$ cat src/rtl/uart_rx_fifo.sv
// uart_rx_fifo
// Receive-side byte buffer between the UART receiver and the core's UART
// data register. Bytes are held in a circular FIFO until the core reads them.
// The FIFO provides an empty marker, its occupancy and a sticky overflow flag.
//
// Optional feature: define UART_RX_FIFO_WM_EN to add the watermark output wm,
// which is asserted while level >= WATERMARK.
//
// Ports:
//   r_clk     system clock, rising edge
//   rst_n     synchronous active-low reset (pointers, level, overflow)
//   in_data   received byte
//   in_valid  push strobe for in_data
//   rd_en     pop strobe (bus read of the data register)
//   rd_data   show-ahead head byte zero-extended; all ones when empty
//   empty     level == 0
//   full      level == DEPTH
//   level     current occupancy, 0..DEPTH
//   overflow  sticky, set when a byte was dropped
//   clr_ovf   strobe that clears overflow (a same-cycle set wins)
//   wm        level >= WATERMARK (only with UART_RX_FIFO_WM_EN)
module uart_rx_fifo #(
   parameter int unsigned DEPTH     = 16,
   parameter int unsigned AW        = 4,
   parameter int unsigned WATERMARK = 8
) (
   input  logic          r_clk,
   input  logic          rst_n,
   input  logic [7:0]    in_data,
   input  logic          in_valid,
   input  logic          rd_en,
   output logic [31:0]   rd_data,
   output logic          empty,
   output logic          full,
   output logic [AW:0]   level,
   output logic          overflow,
   input  logic          clr_ovf
`ifdef UART_RX_FIFO_WM_EN
   ,
   output logic          wm
`endif
);

   localparam logic [AW:0] FULL_LVL = (AW+1)'(DEPTH);

   logic [7:0]    mem [DEPTH];
   logic [AW-1:0] wp;
   logic [AW-1:0] rp;
   logic          push;
   logic          pop;
   logic          drop;

   if (DEPTH < 2 || DEPTH != (1 << AW)) begin : g_depth_chk
      $error("uart_rx_fifo: DEPTH must be a power of two >= 2 and equal 2**AW");
   end

   assign empty = (level == '0);
   assign full  = (level == FULL_LVL);

   // A pop can only happen when the FIFO is not empty. Because DEPTH >= 2, the
   // FIFO is never empty when it is full. So a push into a full FIFO that pops
   // in the same cycle reuses the slot the pop frees.
   assign pop  = rd_en && !empty;
   assign push = in_valid && (!full || pop);
   assign drop = in_valid && full && !pop;

   assign rd_data = empty ? '1 : {24'b0, mem[rp]};

   // The storage has no reset. After a reset, stale contents are never
   // visible because level is 0.
   always_ff @(posedge r_clk) begin
      if (push) begin
         mem[wp] <= in_data;
      end
   end

   always_ff @(posedge r_clk) begin
      if (!rst_n) begin
         wp       <= '0;
         rp       <= '0;
         level    <= '0;
         overflow <= 1'b0;
      end else begin
         if (push) begin
            wp <= wp + 1'b1;
         end
         if (pop) begin
            rp <= rp + 1'b1;
         end
         case ({push, pop})
            2'b10:   level <= level + 1'b1;
            2'b01:   level <= level - 1'b1;
            default: level <= level;
         endcase
         if (drop) begin
            overflow <= 1'b1;
         end else if (clr_ovf) begin
            overflow <= 1'b0;
         end
      end
   end

`ifdef UART_RX_FIFO_WM_EN
   localparam logic [AW:0] WM_LVL = (AW+1)'(WATERMARK);

   if (WATERMARK < 1 || WATERMARK > DEPTH) begin : g_wm_chk
      $error("uart_rx_fifo: WATERMARK must be in 1..DEPTH");
   end

   assign wm = (level >= WM_LVL);
`endif

endmodule

$ cat config.mk
export PLATFORM = sky130hd
export DESIGN_NAME = uart_rx_fifo
export DESIGN_NICKNAME = d
export VERILOG_FILES = /design/src/rtl/uart_rx_fifo.sv
export SDC_FILE = /design/constraint.sdc
export NUM_CORES = 1
export LEC_CHECK = 0
export ABC_AREA = 1
export BUFFER_PORTS_ARGS = -buffer_cell sky130_fd_sc_hd__buf_2
export CORE_MARGIN = 2
export CORE_UTILIZATION = 44
export DETAILED_ROUTE_END_ITERATION = 16
export PLACE_DENSITY = 0.61
export SYNTH_ARGS = -nofsm -noshare
export SYNTH_HDL_FRONTEND = slang
export SYNTH_SLANG_ARGS = --single-unit
$ cat constraint.sdc
create_clock -name r_clk -period 2.05 [get_ports r_clk]
set_input_delay 0.1025 -clock r_clk [delete_from_list [all_inputs] [get_ports r_clk]]
set_output_delay 0.1025 -clock r_clk [all_outputs]
set_load 0.05 [all_outputs]
Word level (Yosys, flattened, before mapping)
Memory sizes are Yosys's and may differ from the RTL's. A register that Yosys moved wholly into a read port is not among the register bits.
Cells that the tools add are included.
Cells by class
  $add $sub $neg: 4
  equality and inequality tests: 3
  multiplexer cells: 8
  reduce and logical (&&, ||, !) cells: 11
Operator list (count)
  $mux W32: 1
  $pmux W5 S2: 1
  $add A4 B1 Y4 const B: 2
  $mux W4: 2
  $add A5 B1 Y5 const B: 1
  $eq A5 B5 Y1 const B: 1
  $logic_not A5 Y1: 1
  $sub A5 B1 Y5 const B: 1
  $logic_and A1 B1 Y1: 4
  $mux W1: 4
  $reduce_bool A2 Y1: 2
  $logic_not A1 Y1: 3
  $eq A2 B1 Y1 const B: 1
  $eq A2 B2 Y1 const B: 1
  $logic_or A1 B1 Y1: 1
Word-level totals
  bits in registers: 14
  memory bits (writable): 128
  memories kept: 1
Memories
  mem: depth 16, width 8, rd ports 1, clocked after memory_dff 1, write ports 1, RTL line 46  | logic [7:0] mem [DEPTH];

Depth between registers and ports, before layout
  depth in word-level cells: 7
  mapped depth: 15
  mapped depth without buffers: 15

Least setup slack after synthesis
OpenSTA, ideal clock, no wires.
  path kind: flip-flop to flip-flop
  start point: register level[0]
  end point: memory mem[11][0] (enable)
  library setup time: 370 ps
  arrival: 1762 ps
  data required time: 1680 ps
  slack: -82 ps
  stages on the path, launching flop included: 7
  cells stage by stage: dfxtp_1 > nor2_2 > nand2_1 > nor2_4 > a21oi_4 > nand2_1 > nor2_1
Between the ends
  elaborated cells on any way between the ends: 9
  classes of those cells: 1 x eq/ne; 2 x mux; 6 x reduce/logical
RTL lines
  from (decl): RTL line 35  | output logic [AW:0] level,
  from (signal assigned): RTL line 91  | 2'b10: level <= level + 1'b1;
  from (signal assigned): RTL line 92  | 2'b01: level <= level - 1'b1;
  from (signal assigned): RTL line 93  | default: level <= level;
  $eq A5 B5 Y1: RTL line 58  | assign full = (level == FULL_LVL);
  named net full: RTL line 34  | output logic full,
  $logic_not A1 Y1: RTL line 64  | assign push = in_valid && (!full || pop);
  $logic_or A1 B1 Y1: RTL line 64
  $logic_and A1 B1 Y1: RTL line 64
  $mux W1: RTL line 72  | if (push) begin
  $mux W1 (implied by the code): RTL line 73  | mem[wp] <= in_data;
  to (decl): RTL line 46
The timed path passes the listed nets, and every way through them passes these cells.

==> results.toml <==
[synth]
synth_area_mm2 = 0.00617
ys_warn_count = 0
synthTopCellsByArea = "edfxtp_1, dfxtp_1, mux2i_1, o221ai_1, nor2_1"
synth_sequential_area_ratio_pct = 68.1
syn-num-nets = 494
avgSynthCellArea_um2 = 13.0
synth_top_area_share_pct = 62.3
synth_top_cell_by_area = "edfxtp_1"
synth_seq_cells = 146
synth.distinct_cells = 28
syn_inst = 474

[clocking]
numCtsBuffers = 17
cts_tree = "built"
clk_pin_slew_ns = 0.05
insertion_delay_ns = 0.42
cts_max_path_buffers = 2
htree_num_levels = 4
clkSinkCount = 146
root_buffer = "clkbuf_16"

[grt]
grt-ovfl-total = 0
grt_max_degree = 33
grt_first_pass_wirelength_mm = 20.0
antenna_found_initial = 0
grt_pass1_vias = 3600
grt_usage_pct = 18.6

[sta]
fin_hold_ws_ns = 0.0365
finalSetupViolCount = 0
period_needed_ns = 2.01
fin_skew_ns = 0.00627
finalSetupTns_ns = 0
min_period_over_period_pct = 97.9
tightest_slew_ns = 0.416
hold_viol = 0
slew-limit-headroom_pct = 72.2
rsz0062_at_grt = "true"
fmax_mhz = 498
finalMaxSlewViolations = 0

[power_and_ir_drop]
power_frac_seq_pct = 35.5
p_sw_share_pct = 35.6
leakage_nw = 2.69
power_density_mw_per_mm2 = 1290
switchingPower_w = 0.00343
p_int_w = 0.00619
peakVddDrop_mv = 0.667
p_clk_share_pct = 32.5
p_comb_share_pct = 32.0

[setup_path]
worstSetupPathType = "flop to primary output"
timing.rr.start = "level[4]$_SDFFE_PN0P_"
critPathMaxFanout = 20
cpMostUsedCell = "nand3_1"
worst_r2r_path_depth = 11
crit_buf_inv = 3
start_kind = "flop"
critPathSlowestCell = "dfxtp_4"
slowest_delay_ns = 0.39
arrival_ns = 1.91
path_delay_family = "buffers and inverters"
critPathCapture = "rd_data[6]"
rr_endpoint = "level[4]$_SDFFE_PN0P_"
ff2ff_setup_slack_ns = 0.19
worst-path-stages = 7
path_cells = "inv_1, buf_12, nor2_1, o221ai_1, nand3_1, nand3_1, buf_4"
crit_path_end_kind = "primary output"
cp.required_ns = 1.95

[placed_design]
gp_congestion = 0.795
dp_hpwl_mm = 8.19
port-buffer-count = 52
placed_area_mm2 = 0.00658

[detailed_routing]
drt-met1-wl_mm = 5.74
wl_per_cell_um = 18.4
wl_met3_um = 826
routed.top_layer = "met4"
dr_wl_met2_mm = 6.41
totalWireLength_mm = 13.4
first_pass_iters = 5
drt_iter0_drc = 381
vias_per_cell = 5.36
dr_total_vias = 3884
drc = 0
ant_nets = 0

[final_layout]
seqCellArea_mm2 = 0.00421
layout-drive-gt1-share_pct = 26.8
design_area_mm2 = 0.00745
fillerInstances = 1172
multi_input_area_mm2 = 0.00163
nets = 552
insertedDiodeCount = 0
final_util_pct = 54.1
synthToLayoutAreaGrowth_pct = 20.8

[floorplanning]
initial_core_util_pct = 44.8
ios = 53
die_x_um = 122
rows = 43
core_mm2 = 0.0138
dieHeight_um = 122
die_area_mm2 = 0.0150

[status]
outcome = "finished, final reports clean"

[worst_hold_path]
hold_class = "input port to flop"

[flow_run]
cap_violations = 0
## worst min path at each step
stage                           from               endpoint  slack, ns  depth (start not counted)
after floorplan           in_data[0]    mem[0][0]$_DFFE_PP_       0.20                          0
after global placement       clr_ovf  overflow$_SDFFE_PN0P_       0.35                          4
after detailed placement     clr_ovf  overflow$_SDFFE_PN0P_       0.37                          4
after CTS                      rst_n  level[2]$_SDFFE_PN0P_       0.02                          3
after global routing           rst_n  level[2]$_SDFFE_PN0P_       0.05                          3
final                          rst_n  level[2]$_SDFFE_PN0P_       0.04                          3
## power by group through the flow
stage / Sequential [W] / Clock, W / Combinational [W]
2_1_floorplan: 0.00352 / 0 / 0.00240
3_3_place_gp: 0.00346 / 0 / 0.00275
3_5_place_dp: 0.00346 / 0 / 0.00276
4_1_cts: 0.00341 / 0.00318 / 0.00293
5_1_grt: 0.00342 / 0.00329 / 0.00327
6_report: 0.00341 / 0.00312 / 0.00308
## Yosys cell counts
library cell  count
dfxtp_1          18
nand3_1          33
o21ai_0          40
clkbuf_1         10
nand2_1          24
mux2i_1          32
nand3_2           2
buf_6             1
nor2_4            1
o211ai_2          1
buf_4            27
a211oi_2          1
nor2_1           55
edfxtp_1        128
a21oi_1          10
buf_2             9
o221ai_1         32
o21ai_1           2
inv_1            24
inv_2             4
a31oi_1           1
xnor2_1           1
nor2_2            3
a21oi_4           1
ha_1              7
nand2_2           2
nand2_4           1
nand4_1           4
## registers in the layout, indices dropped and copies added (netlist names), named ones only
signal,cells
level,5
mem,128
overflow,1
rp,4
wp,4
## layer usage
layer | track usage (%) | vias to the layer above
met5 | 0 | -
met3 | 4.74 | 30
li1 | - | 1855
met4 | 10.3 | 0
met2 | 29.2 | 146
met1 | 23.6 | 1853
## worst min-delay path, delay by kind of cell
family	cells	cell delay (ns)
AO/OA/AOI/OAI	1	0.09
buffers and inverters	2	0.21
## logic make-up (layout without fill, tap and decap cells)
family / count (synthesis) / in the layout / synth area share [%]
XOR/XNOR: 1 / 1 / 0.142
multiplexers: 32 / 32 / 5.19
adder cells (fa/ha/maj): 7 / 7 / 1.42
AND/OR/NAND/NOR: 125 / 125 / 9.08
buffers and inverters: 75 / 146 / 6.51
AO/OA/AOI/OAI: 88 / 88 / 9.53
flip-flops: 146 / 146 / 68.1
## cell type report
| cell class | instances | area share (%) |
|---|---|---|
| clock buffer | 19 | 5.81 |
| clock inverter | 13 | 2.23 |
| tap | 180 | 3.02 |
| inverter | 28 | 1.51 |
| multi-input combinational | 253 | 21.8 |
| sequential | 146 | 56.5 |
| timing repair buffer | 85 | 8.98 |
| timing repair inverter | 1 | 0.101 |
## what timing repair did
item | CTS | global route
endpoints found under the hold margin | 1 | 0
pin swaps | 0 | 1
gates resized for setup | 13 | 27
gates cloned | 2 | 1
hold buffers | 2 | 0
endpoints found under the setup margin | 8 | 33
buffers inserted | 1 | 3
## stage by stage
step | instances | setup slack [ns] | total power, W
6_report | 725 | 0.0424 | 0.00961
4_1_cts | 721 | -0.0224 | 0.00952
3_3_place_gp | 684 | 0.286 | 0.00621
3_5_place_dp | 684 | 0.238 | 0.00622
2_1_floorplan | 474 | 0.0421 | 0.00592
5_1_grt | 725 | -0.0326 | 0.00998
## cells in the final DEF, fill, tap and decap left out, types with 10 or more instances in the layout
master     count
nand2_1       24
a21oi_1       10
nand3_1       28
nor2_1        55
o21ai_0       40
dfxtp_1       12
buf_4         24
buf_2         44
inv_1         22
edfxtp_1     128
o221ai_1      28
mux2i_1       29
clkbuf_16     17
Power figures use the tool's default switching activity.
